===== src/rtl/mem_access_unit.sv =====
// mem_access_unit: MEM-stage initiator for the 256x8 synchronous data memory.
// Takes one load/store per valid/ready handshake, drives registered strobes
// (WE, RE, A, WD) for exactly one cycle, and returns load data with its tag
// through a valid/ready response channel.
// Optional build macro MAU_STATS_EN: when defined, ld_count/st_count are
// live 8-bit wrapping counters; otherwise both are tied to zero.
module mem_access_unit #(
   parameter int TAG_W = 3
) (
   input  logic             Clk,
   input  logic             rst_n,
   input  logic             req_valid,
   output logic             req_ready,
   input  logic             req_we,
   input  logic [7:0]       req_addr,
   input  logic [7:0]       req_wdata,
   input  logic [TAG_W-1:0] req_tag,
   output logic             resp_valid,
   input  logic             resp_ready,
   output logic [7:0]       resp_data,
   output logic [TAG_W-1:0] resp_tag,
   output logic             WE,
   output logic             RE,
   output logic [7:0]       A,
   output logic [7:0]       WD,
   input  logic [7:0]       RD,
   output logic             stall,
   output logic [7:0]       ld_count,
   output logic [7:0]       st_count
);

   typedef enum logic [1:0] {
      IDLE,
      ISSUE,
      CAPTURE,
      RESP
   } state_t;

   state_t             state_q, state_d;
   logic               we_q, we_d;
   logic               re_q, re_d;
   logic [7:0]         addr_q, addr_d;
   logic [7:0]         wdata_q, wdata_d;
   logic [TAG_W-1:0]   tag_q, tag_d;
   logic               respValid_q, respValid_d;
   logic [7:0]         respData_q, respData_d;
   logic [TAG_W-1:0]   respTag_q, respTag_d;

   // State and strobe registers; reset aborts any access in flight
   always_ff @(posedge Clk or negedge rst_n) begin
      if (!rst_n) begin
         state_q     <= IDLE;
         we_q        <= 1'b0;
         re_q        <= 1'b0;
         addr_q      <= 8'h00;
         wdata_q     <= 8'h00;
         tag_q       <= '0;
         respValid_q <= 1'b0;
         respData_q  <= 8'h00;
         respTag_q   <= '0;
      end else begin
         state_q     <= state_d;
         we_q        <= we_d;
         re_q        <= re_d;
         addr_q      <= addr_d;
         wdata_q     <= wdata_d;
         tag_q       <= tag_d;
         respValid_q <= respValid_d;
         respData_q  <= respData_d;
         respTag_q   <= respTag_d;
      end
   end

   // Next-state logic: accept in IDLE, one-cycle strobe in ISSUE,
   // sample RD in CAPTURE, hold the response in RESP until taken
   always_comb begin
      state_d     = state_q;
      we_d        = we_q;
      re_d        = re_q;
      addr_d      = addr_q;
      wdata_d     = wdata_q;
      tag_d       = tag_q;
      respValid_d = respValid_q;
      respData_d  = respData_q;
      respTag_d   = respTag_q;
      case (state_q)
         IDLE: begin
            if (req_valid) begin
               addr_d  = req_addr;
               state_d = ISSUE;
               if (req_we) begin
                  we_d    = 1'b1;
                  re_d    = 1'b0;
                  wdata_d = req_wdata;
               end else begin
                  we_d  = 1'b0;
                  re_d  = 1'b1;
                  tag_d = req_tag;
               end
            end
         end
         ISSUE: begin
            if (we_q) begin
               we_d    = 1'b0;
               state_d = IDLE;
            end else begin
               re_d    = 1'b0;
               state_d = CAPTURE;
            end
         end
         CAPTURE: begin
            respData_d  = RD;
            respTag_d   = tag_q;
            respValid_d = 1'b1;
            state_d     = RESP;
         end
         RESP: begin
            if (resp_ready) begin
               respValid_d = 1'b0;
               state_d     = IDLE;
            end
         end
         default: state_d = IDLE;
      endcase
   end

   assign req_ready  = (state_q == IDLE);
   assign stall      = ~req_ready;
   assign WE         = we_q;
   assign RE         = re_q;
   assign A          = addr_q;
   assign WD         = wdata_q;
   assign resp_valid = respValid_q;
   assign resp_data  = respData_q;
   assign resp_tag   = respTag_q;

`ifdef MAU_STATS_EN
   logic [7:0] ldCount_q;
   logic [7:0] stCount_q;
   logic       stInc;
   logic       ldInc;

   assign stInc = (state_q == ISSUE) && we_q;
   assign ldInc = (state_q == RESP) && resp_ready;

   // Completed-access counters, wrapping at 8 bits
   always_ff @(posedge Clk or negedge rst_n) begin
      if (!rst_n) begin
         ldCount_q <= 8'h00;
         stCount_q <= 8'h00;
      end else begin
         if (ldInc) ldCount_q <= ldCount_q + 8'd1;
         if (stInc) stCount_q <= stCount_q + 8'd1;
      end
   end

   assign ld_count = ldCount_q;
   assign st_count = stCount_q;
`else
   assign ld_count = 8'h00;
   assign st_count = 8'h00;
`endif

endmodule


===== config.mk =====
export PLATFORM = sky130hd
export DESIGN_NAME = mem_access_unit
export DESIGN_NICKNAME = d
export VERILOG_FILES = /design/src/rtl/mem_access_unit.sv
export SDC_FILE = /design/constraint.sdc
export NUM_CORES = 1
export LEC_CHECK = 0
export ABC_AREA = 1
export ABC_CLOCK_PERIOD_IN_PS = 1300
export CORE_MARGIN = 1.5
export CORE_UTILIZATION = 35
export DETAILED_ROUTE_END_ITERATION = 8
export GPL_TIMING_DRIVEN = 0
export PLACE_DENSITY_LB_ADDON = 0.12
export SLEW_MARGIN = 20
export SYNTH_ARGS = -nofsm -noshare
export SYNTH_HDL_FRONTEND = slang
export SYNTH_SLANG_ARGS = --single-unit

===== constraint.sdc =====
create_clock -name Clk -period 1.3 [get_ports Clk]
set_clock_uncertainty 0.1 [all_clocks]
set_input_delay 0.13 -clock Clk [delete_from_list [all_inputs] [get_ports Clk]]
set_output_delay 0.13 -clock Clk [all_outputs]
set_load 0.01 [all_outputs]

After elaboration in Yosys (flattened, before gate mapping)
Cells that the tools add are included.
{"block": "totals", "ff_bits": 35, "in_bits": 32, "out_inout_bits": 48, "wordCells": 40}
{"block": "classes", "eq_ne": 6, "muxes": 13, "n_bitwise": 2, "reduce_logical": 10}
{"op": "3-bit AND reduction", "n": 3}
{"op": "2-bit one-hot mux with 4 select lines", "n": 1}
{"op": "2-bit AND reduction", "n": 4}
{"op": "1-bit two-way mux", "n": 6}
{"op": "2-bit two-way mux", "n": 3}
{"op": "2-bit inequality test (second input constant)", "n": 3}
{"op": "1-bit one-hot mux with 2 select lines", "n": 3}
{"op": "2-bit equality test (second input constant)", "n": 2}
{"op": "2-bit nonzero test", "n": 2}
{"op": "2-bit by 1-bit equality test with 1-bit output (second input constant)", "n": 1}
{"op": "2-bit logical NOT", "n": 1}
{"op": "1-bit NOT", "n": 2}

Depth between registers and ports, before layout
Gate-level depths: netlist of run 1.
{"block": "depth", "depth_word": 3, "mapped_depth": 5, "mapped_depth_nobuf": 4}

Least setup slack after synthesis of run 1
Ideal clock, no wire load.
{"block": "synth_timing", "path_kind": "flip-flop to flip-flop", "from": "register with a tool-made name", "to": "register wdata_q[0] (netlist: WD[0])", "setup_ns": 0.117, "arrival_ns": 0.912, "required_time_ns": 1.083, "slack_ns": 0.171, "stages_incl_launch_ff": 6, "n_path_buf": 1, "period_less_slack_ns": 1.129, "path_cell_list": "dfrtp_1 -> buf_6 -> nor2_4 -> nand3_2 -> nand2_1 -> nand2_1"}
{"element": "end signal, assigned", "line_no": "66", "rtl": "wdata_q <= wdata_d;"}
{"element": "end, declared", "line_no": "43", "rtl": "logic [7:0] wdata_q, wdata_d;"}

Worst setup path in the final report of run 1
{"block": "layout_timing", "from": "register state_q[0]", "to": "output port stall"}
{"block": "layout_between", "elab_chain_len": 2}
{"element": "start, declared", "line_no": "39", "rtl": "state_t state_q, state_d;"}
{"element": "start signal, assigned", "line_no": "62", "rtl": "state_q <= state_d;"}
{"element": "2-bit logical NOT", "line_no": "127", "rtl": "assign req_ready = (state_q == IDLE);"}
{"element": "1-bit NOT", "line_no": "128", "rtl": "assign stall = ~req_ready;"}
{"element": "end, declared", "line_no": "27", "rtl": "output logic stall,"}
Every way passes these cells.

==> results.md, run 1 <==
* Die ar. at 4910 um^2
* WL/cell at 11.2 um
* Final Cycle Share at 1.02
* Crit path required time at 1.07 ns
* Max Fclk at 756 MHz
* Clock Path Buffers at 2
* Die Y at 70.1 um
* IO buf count at 61
* Main combinational cell family by area after synthesis: simple AND/OR/NAND/NOR gates
* Hold slack at 0.106 ns
* Via count at 1,398
* Fin nets at 297
* Max Slew Vio Count at 0
* Die width at 70.1 um
* CP max stage cell: dfrtp_2
* Row Count at 24
* CP Class: register to primary output
* Final setup margin at -0.0231 ns
* Sequential element share of the synthesized area at 0.556
* GRT overflow at 0
* Crit-path max FO at 4
* Mean post-synth cell area at 8.99 um^2
* Worst hold path class: input pin to register
* Ports at 80
* Place WS at -0.294 ns
* Diodes inserted at 0
* DRC viols at 0
* Most frequent cells in the layout: nand2_1 (72), dfrtp_1 (34), dlygate4sd2_1 (30)
* Initial core utilization at 0.361
* PD cells at 2040 nW/um^2
* RD Place Congestion at 0.700
* Post-layout minimum cycle time at 1.32 ns
* CTS tree: yes
* Area Overhead vs Synth at 54.0%
* RSZ-0062 raised after global routing: yes
* Mux share of post-synthesis cell area at 0
* CTS clk-pin slew, worst paths at 0.07 ns
* Max rail drop VDD at 1.10 mV
* Max Cap Viol at 0
* Vias in the first global route at 1,338
* Post-Synth Simple-Gate Area at 0.304
* Fill count at 412
* Total length of routed wires at 3560 um
* Ys Warns at 0
* Dpl hpwl at 2540 um
* CP max stage delay at 0.44 ns
* XOR/XNOR Fraction of Synth Area at 0
* Iter 0 DRT Violations at 84
* Adder-cell share of the synthesized area at 0
* CP delay by family, top: flip-flops
* Vias/cell at 4.40
* Crit path DAT at 1.09 ns
* Outcome: finished with violations
* Commonest non-fill, non-tap cell in the layout: nand2_1
* Largest net degree at the start of global routing at 28
* DRT Pass-1 Iters at 4
* Worst setup EP type: primary output
* All-Layer GR Usage at 0.159
* Post-Synthesis Cells at 175
* Clock Root Buffer: clkbuf_8
* Crit-path most repeated cell: buf_6
* Post-Syn Area at 1570 um^2
* Antenna Nets Post-Route at 0
* Placeable Area at 4350 um^2
* Initial antenna violation count at 0
* Buffers plus inverters on the worst setup path at 3
* Static leakage at 1.34 nW
* Final setup viols at 2
* Synth Register Bits at 35
* Final Hold Viols at 0
* Cell breakdown of the critical path: nor2_4 -> buf_6 -> inv_2 -> buf_6
* Failing checks: setup timing
* First-pass GRT wire length at 6150 um
* H-tree depth at 2
* Compound-Gate Fraction of Synth Area at 0.00318
* Number of CTS-inserted buffers at 5
* Clock latency on the worst-skew pair at 0.28 ns
* Clock sink total at 35
* Yosys cell types at 15
* Layout cells sized above 1 at 0.180
* Startpoint Class: register
-- worst min-delay path, delay by kind of cell --
kind / cells / cell delay [ns]
buf+inv: 1 / 0.17
simple gates: 2 / 0.16
-- worst paths after layout --
| path | startpoint | depth (start not counted) | slack (ns) | to |
|---|---|---|---|---|
| setup reg to reg | state_q[0] | 6 | 0.07 | A[5] |
| hold reg to reg | resp_tag[2] | 2 | 0.36 | resp_tag[2] |
| max in group asynchronous | rst_n | 3 | 0.55 | state_q[0] |
| hold / removal | req_we | 3 | 0.11 | WD[2] |
| min in group asynchronous | rst_n | 2 | 0.14 | resp_data[1] |
| setup / recovery | state_q[0] | 4 | -0.02 | stall |
-- metrics by stage --
step / utilization / cells / cell area [um^2] / power (mW) / TNS, ns
3_3_place_gp: 0.530 / 303 / 2310 / 4.41 / -27.47
3_5_place_dp: 0.533 / 304 / 2320 / 4.46 / -0.560
5_1_grt: 0.557 / 318 / 2420 / 5.39 / -0.114
4_1_cts: 0.555 / 318 / 2420 / 5.02 / -0.145
2_1_floorplan: - / 190 / 1630 / 3.16 / 0
6_report: 0.557 / 318 / 2420 / 4.95 / -0.0312
-- per-layer routing --
layer	part of all wire	up-vias	track usage
met5	0	-	0
met4	0.013	0	0.0641
met3	0.087	5	0.0491
met2	0.45	56	0.246
met1	0.45	626	0.209
li1	-	711	-
-- synthesized netlist by cell type (all sizes together) --
cell type,number,area share
nand2,73,0.18
nand4,11,0.044
conb,1,0.0024
dfrtp,35,0.56
o21ai,1,0.0032
inv,4,0.0095
buf,26,0.12
nand3b,1,0.0048
nor2,1,0.0072
nand3,22,0.073
-- registers in the layout, indices dropped and copies added, names as in the netlist, named ones only --
name	count
A	8
resp_tag	3
WE	1
RE	1
resp_data	8
tag_q	3
resp_valid	1
state_q	1
WD	8
-- cell families (layout without fill, tap and decap cells) --
family                 Yosys count  count (layout)
AND/OR/NAND/NOR                108             108
flip-flops                      35              35
AO/OA/AOI/OAI                    1               1
buffers and inverters           30             106
other                            1              16
-- report_power, final --
part	switching (mW)	internal, mW	total (mW)
Combinational	1.21	1.10	2.31
Clock	0.362	0.376	0.738
Sequential	0.282	1.62	1.90
-- what timing repair did --
item | 4_1_cts | 5_1_grt
pin swaps | 1 | 1
hold endpoints to repair | 35 | 0
buffers inserted | 5 | 1
setup endpoints to repair | 32 | 11
gates resized for setup | 41 | 3
hold buffers | 1 | 0
-- final cells by class --
type,instances,area [um^2],area share
plain buffers,25,184,0.0759
clock buffers,7,76.3,0.0315
clock inverters,1,5.00,0.00207
inverters,4,15.0,0.00620
multi-input cells,125,562,0.232
flip-flops and latches,35,877,0.362
well taps,52,65.1,0.0268
repair buffers,69,639,0.264
Note: power is estimated with default switching activity, not from simulation.
==> run 2, diff against run 1 <==
- CTS_BUF_LIST: default -> sky130_fd_sc_hd__clkbuf_16
==> run 2 against run 1 <==
The flow still finishes with violations (setup timing). Non-clock buffer count unchanged. Largest cell class unchanged. Flip-flop and latch count unchanged. Clock power increased by 48%. Global-route usage increased by 0.14 points. Critical endpoint unchanged.
==> results.md, run 2 (synthesis gave the netlist of run 1 again) <==
* Outcome: finished with violations (unchanged)
* Failing checks: setup timing (unchanged)
* H-tree depth at 2 (unchanged)
* Layout cells sized above 1 at 0.184 (was 0.180)
* DRT Pass-1 Iters at 4 (unchanged)
* Placed inst area at 2320 um^2 (unchanged)
* Area Overhead vs Synth at 57.7% (was 54.0%)
* CP max stage cell: dfrtp_2 (unchanged)
* Overall power at 5.33 mW (was 4.95 mW)
* Die ar. at 4910 um^2 (unchanged)
* First-pass GRT wire length at 6280 um (was 6150 um)
* Final setup viols at 1 (was 2)
* Final Cycle Share at 1.01 (was 1.02)
* RSZ-0062 raised after global routing: yes (unchanged)
* WL/cell at 11.4 um (was 11.2 um)
* Post-layout minimum cycle time at 1.31 ns (was 1.32 ns)
* Most frequent cells in the layout: nand2_1 (71), dfrtp_1 (34), dlygate4sd2_1 (30) (was nand2_1 (72), dfrtp_1 (34), dlygate4sd2_1 (30))
* Hold slack at 0.122 ns (was 0.106 ns)
* Clock latency on the worst-skew pair at 0.27 ns (was 0.28 ns)
* IO buf count at 61 (unchanged)
* Max Fclk at 762 MHz (was 756 MHz)
* PD cells at 2150 nW/um^2 (was 2040 nW/um^2)
* CP Class: register to primary output (unchanged)
* Crit-path max FO at 4 (unchanged)
* Post-route cell area at 2480 um^2 (was 2420 um^2)
* Startpoint Class: register (unchanged)
* Largest net degree at the start of global routing at 28 (unchanged)
* All-Layer GR Usage at 0.161 (was 0.159)
* Antenna Nets Post-Route at 0 (unchanged)
* Crit-path most repeated cell: buf_6 (unchanged)
* Final Non-Filler Cells at 318 (unchanged)
* Gr busiest metal: met2 (unchanged)
* CP max stage delay at 0.44 ns (about the same)
* Vias/cell at 4.43 (was 4.40)
* RD Place Congestion at 0.700 (unchanged)
* Row Count at 24 (unchanged)
* Vias in the first global route at 1,369 (was 1,338)
* Final setup margin at -0.0126 ns (was -0.0231 ns)
* Max Slew Vio Count at 0 (unchanged)
* GRT overflow at 0 (unchanged)
* Clock Root Buffer: clkbuf_16 (was clkbuf_8)
* Fill count at 403 (was 412)
* DRC viols at 0 (unchanged)
* Ports at 80 (unchanged)
* Crit path required time at 1.07 ns (about the same)
* Place WS at -0.294 ns (unchanged)
* CTS tree: yes (unchanged)
* Number of CTS-inserted buffers at 5 (unchanged)
* Diodes inserted at 0 (unchanged)
* Worst hold path class: input pin to register (unchanged)
* Via count at 1,410 (was 1,398)
* Clock Path Buffers at 2 (unchanged)
* Met1 Track Usage GR at 0.212 (was 0.209)
* Final Hold Viols at 0 (unchanged)
* Fin nets at 297 (unchanged)
* Die Y at 70.1 um (unchanged)
* Commonest non-fill, non-tap cell in the layout: nand2_1 (unchanged)
* GR Util met3 at 0.0491 (unchanged)
* Placeable Area at 4350 um^2 (unchanged)
* Dpl hpwl at 2540 um (unchanged)
* Static leakage at 1.38 nW (was 1.34 nW)
* Max rail drop VDD at 1.14 mV (was 1.10 mV)
* Crit path DAT at 1.08 ns (was 1.09 ns)
* Clock sink total at 35 (unchanged)
* Iter 0 DRT Violations at 77 (was 84)
* Met2 usage at 0.253 (was 0.246)
* Initial core utilization at 0.361 (unchanged)
* Initial antenna violation count at 0 (unchanged)
* Max Cap Viol at 0 (unchanged)
* Die width at 70.1 um (unchanged)
* Cell breakdown of the critical path: nor2_4 -> buf_6 -> inv_2 -> buf_6 (unchanged)
* Placed cells at 304 (unchanged)
* Total length of routed wires at 3640 um (was 3560 um)
* Worst setup EP type: primary output (unchanged)
* CTS clk-pin slew, worst paths at 0.05 ns (was 0.07 ns)
[run 2: changes by cell type in the layout (fill, tap and decap cells not counted), sizes merged]
cell,before,now
inv,4,6
clkbuf,7,5
[run 2: worst max-delay path, delay by kind of cell, from the launching register on]
family                 cells  cell delay (ns)
AND/OR/NAND/NOR            1             0.13
flip-flops                 1             0.44
buffers and inverters      3             0.24
[run 2: worst paths after layout]
check | endpoint | slack, ns | depth (start not counted) | startpoint
max in group asynchronous | state_q[0] | 0.53 | 3 | rst_n
worst min register to register | resp_tag[2] | 0.36 | 2 | resp_tag[2]
worst max register to register | A[5] | 0.07 | 6 | state_q[0]
worst max-delay path | stall | -0.01 | 4 | state_q[0]
min in group asynchronous | resp_data[1] | 0.15 | 2 | rst_n
worst min-delay path | WD[2] | 0.12 | 3 | req_we
[run 2: layer usage]
layer | share of wire | routed length (um)
met4 | 0.0085 | 31
met1 | 0.44 | 1620
met3 | 0.081 | 295
met2 | 0.47 | 1690
met5 | 0 | 0
[run 2: layout make-up]
cell class,count,area [um^2],share of cell area
multi-input cells,125,564,0.227
flip-flops and latches,35,877,0.353
inverters,4,15.0,0.00605
clock inverters,3,12.5,0.00504
clock buffers,5,125,0.0504
repair buffers,69,639,0.258
plain buffers,25,184,0.0741
well taps,52,65.1,0.0262
[run 2: metrics by stage]
step	utilization	TNS [ns]
floorplan	-	0
global placement	0.530	-27.47
detailed placement	0.533	-0.560
CTS	0.568	-0.102
global route	0.570	-0.0751
finish	0.570	-0.0126
[run 2: power by group]
group	total [mW]	internal, mW	switching, mW
sequential	1.91	1.62	0.288
clock	1.09	0.691	0.401
combinational	2.33	1.11	1.22
total	5.33	3.42	1.91
[run 2: what timing repair did]
action,in CTS,in global routing
endpoints found under the hold margin,35,0
endpoints found under the setup margin,32,13
pin swaps,1,1
gates cloned,0,0
buffers inserted,5,1
resized for setup,41,4
hold buffers,1,0
==> run 3, diff against run 2 <==
- CELL_PAD_IN_SITES_DETAIL_PLACEMENT: default -> 1
- CELL_PAD_IN_SITES_GLOBAL_PLACEMENT: default -> 2
- CORE_UTILIZATION: 35 -> 22
==> run 3 against run 2 <==
Worst hold slack improved by 0.022 ns. Critical path type unchanged. The flow still finishes with violations (setup timing). Largest cell class unchanged. Critical path depth did not move. Critical endpoint unchanged. Sequential share of layout area shrank 1.2 points. Maximum frequency decreased by 0.72%. Total power up 1.6%.
==> results.md, run 3 (synthesis gave the netlist of run 1 again) <==
* RD Place Congestion at 0.693 (was 0.700)
* Static leakage at 1.38 nW (about the same)
* Max rail drop VDD at 0.653 mV (was 1.14 mV)
* Register area at 877 um^2 (unchanged)
* GRT overflow at 0 (unchanged)
* Outcome: finished with violations (unchanged)
* Place WS at -0.328 ns (was -0.294 ns)
* Initial antenna violation count at 0 (unchanged)
* Max Fclk at 756 MHz (was 762 MHz)
* P_int at 3.44 mW (was 3.42 mW)
* Row Count at 30 (was 24)
* Hold slack at 0.144 ns (was 0.122 ns)
* Most frequent cells in the layout: nand2_1 (72), dfrtp_1 (34), dlygate4sd2_1 (30) (was nand2_1 (71), dfrtp_1 (34), dlygate4sd2_1 (30))
* RSZ-0062 raised after global routing: yes (unchanged)
* Final setup viols at 2 (was 1)
* Vias in the first global route at 1,425 (was 1,369)
* WL/cell at 12.0 um (was 11.4 um)
* Total Neg Setup Slack at -0.0304 ns (was -0.0126 ns)
* Placed cells at 348 (was 304)
* Final Non-Filler Cells at 364 (was 318)
* Placeable Area at 6870 um^2 (was 4350 um^2)
* Crit-path most repeated cell: buf_6 (unchanged)
* Clock sink total at 35 (unchanged)
* Worst setup EP type: primary output (unchanged)
* Die width at 87.6 um (was 70.1 um)
* First-pass GRT wire length at 7020 um (was 6280 um)
* Crit-path max FO at 4 (unchanged)
* Flop pwr share at 0.353 (was 0.358)
* Crit path DAT at 1.09 ns (was 1.08 ns)
* Vias/cell at 4.01 (was 4.43)
* Largest net degree at the start of global routing at 20 (was 28)
* Cell breakdown of the critical path: nor2_4 -> buf_6 -> inv_2 -> buf_6 (unchanged)
* Clock power share at 0.207 (was 0.205)
* Area Overhead vs Synth at 63.0% (was 57.7%)
* Failing checks: setup timing (unchanged)
* H-tree depth at 2 (unchanged)
* Fin util at 0.374 (was 0.570)
* Fill count at 816 (was 403)
* Worst reg2reg path startpoint: state_q[0] (unchanged)
* Max Slew Vio Count at 0 (unchanged)
* Die Y at 87.6 um (was 70.1 um)
* Iter 0 DRT Violations at 58 (was 77)
* Sw Ratio at 0.365 (was 0.358)
* Crit path required time at 1.07 ns (about the same)
* Fin nets at 299 (was 297)
* IO buf count at 61 (unchanged)
* Total length of routed wires at 4360 um (was 3640 um)
* Commonest non-fill, non-tap cell in the layout: nand2_1 (unchanged)
* Post-route cell area at 2570 um^2 (was 2480 um^2)
* Hold path cells at 3 (unchanged)
* NetSw at 1.98 mW (was 1.91 mW)
* Area of the multi-input gates at 579 um^2 (was 564 um^2)
* Diodes inserted at 0 (unchanged)
* Final Hold Viols at 0 (unchanged)
* DRC viols at 0 (unchanged)
* Reg2reg path depth at 5 (was 6)
* R2r setup slk at 0.06 ns (was 0.07 ns)
* Clock latency on the worst-skew pair at 0.28 ns (was 0.27 ns)
* Final Cycle Share at 1.02 (was 1.01)
* CP max stage delay at 0.43 ns (was 0.44 ns)
* CP Class: register to primary output (unchanged)
* Layout cells sized above 1 at 0.183 (was 0.184)
* DRT Pass-1 Iters at 4 (unchanged)
* Worst hold path class: input pin to register (unchanged)
* Clock Root Buffer: clkbuf_16 (unchanged)
* Gate power share at 0.440 (was 0.437)
* Placed inst area at 2380 um^2 (was 2320 um^2)
* Final setup margin at -0.0222 ns (was -0.0126 ns)
* Worst hold start: req_we (unchanged)
* CP max stage cell: dfrtp_2 (unchanged)
* Clock Path Buffers at 2 (unchanged)
* All-Layer GR Usage at 0.121 (was 0.161)
* Via count at 1,461 (was 1,410)
* Dpl hpwl at 3070 um (was 2540 um)
* Initial core utilization at 0.229 (was 0.361)
* Overall power at 5.42 mW (was 5.33 mW)
* PD cells at 2110 nW/um^2 (was 2150 nW/um^2)
* Worst Hold End: WD[3] (was WD[2])
* Die ar. at 7670 um^2 (was 4910 um^2)
* CTS clk-pin slew, worst paths at 0.06 ns (was 0.05 ns)
* Max Cap Viol at 0 (unchanged)
* Ports at 80 (unchanged)
* CTS tree: yes (unchanged)
* Number of CTS-inserted buffers at 5 (unchanged)
* Startpoint Class: register (unchanged)
* Post-layout minimum cycle time at 1.32 ns (was 1.31 ns)
* Antenna Nets Post-Route at 0 (unchanged)
* R2r endpoint: tag_q[1] (was A[5])
==> run 3: worst max path at each step <==
| stage | from | endpoint | depth (start not counted) |
|---|---|---|---|
| 2_1_floorplan | register | WD[0] | 5 |
| 3_3_place_gp | rst_n | WD[0] | 1 |
| 3_5_place_dp | state_q[0] | req_ready | 3 |
| 4_1_cts | register | stall | 5 |
| 5_1_grt | state_q[0] | stall | 4 |
| 6_report | state_q[0] | stall | 4 |
==> run 3: routing by layer <==
layer | vias to the layer above | global-route usage | share of wire
met5 | - | 0 | 0
met4 | 0 | 0.0346 | 0.012
met3 | 6 | 0.0509 | 0.078
met2 | 48 | 0.186 | 0.44
met1 | 689 | 0.156 | 0.47
li1 | 718 | - | -
==> run 3: critical path, delay by kind of cell (launching register included) <==
| family | cells | cell delay (ns) |
|---|---|---|
| AND/OR/NAND/NOR | 1 | 0.13 |
| flip-flops | 1 | 0.43 |
| buffers and inverters | 3 | 0.25 |
==> run 3: area by class of cell <==
class | count | share of cell area
Clock inverter | 3 | 0.00439
Inverter | 4 | 0.00585
Multi-Input combinational cell | 126 | 0.226
Sequential cell | 35 | 0.342
Timing Repair Buffer | 70 | 0.255
Clock buffer | 5 | 0.0488
Tap cell | 96 | 0.0468
Buffer | 25 | 0.0717
==> run 3: repair_timing <==
| action | CTS | global route |
|---|---|---|
| gates cloned | 0 | 1 |
| endpoints found under the setup margin | 40 | 22 |
| pin swaps | 1 | 1 |
| gates resized for setup | 42 | 3 |
| setup buffers | 4 | 3 |
| hold buffers | 1 | 0 |
| endpoints found under the hold margin | 16 | 0 |
==> run 3: power groups by stage <==
stage	sequential, mW	combinational [mW]	clock, mW
2_1_floorplan	2.12	1.04	0
3_3_place_gp	1.94	2.55	0
3_5_place_dp	1.93	2.59	0
4_1_cts	1.91	2.39	1.16
5_1_grt	1.99	2.69	1.22
6_report	1.91	2.39	1.12
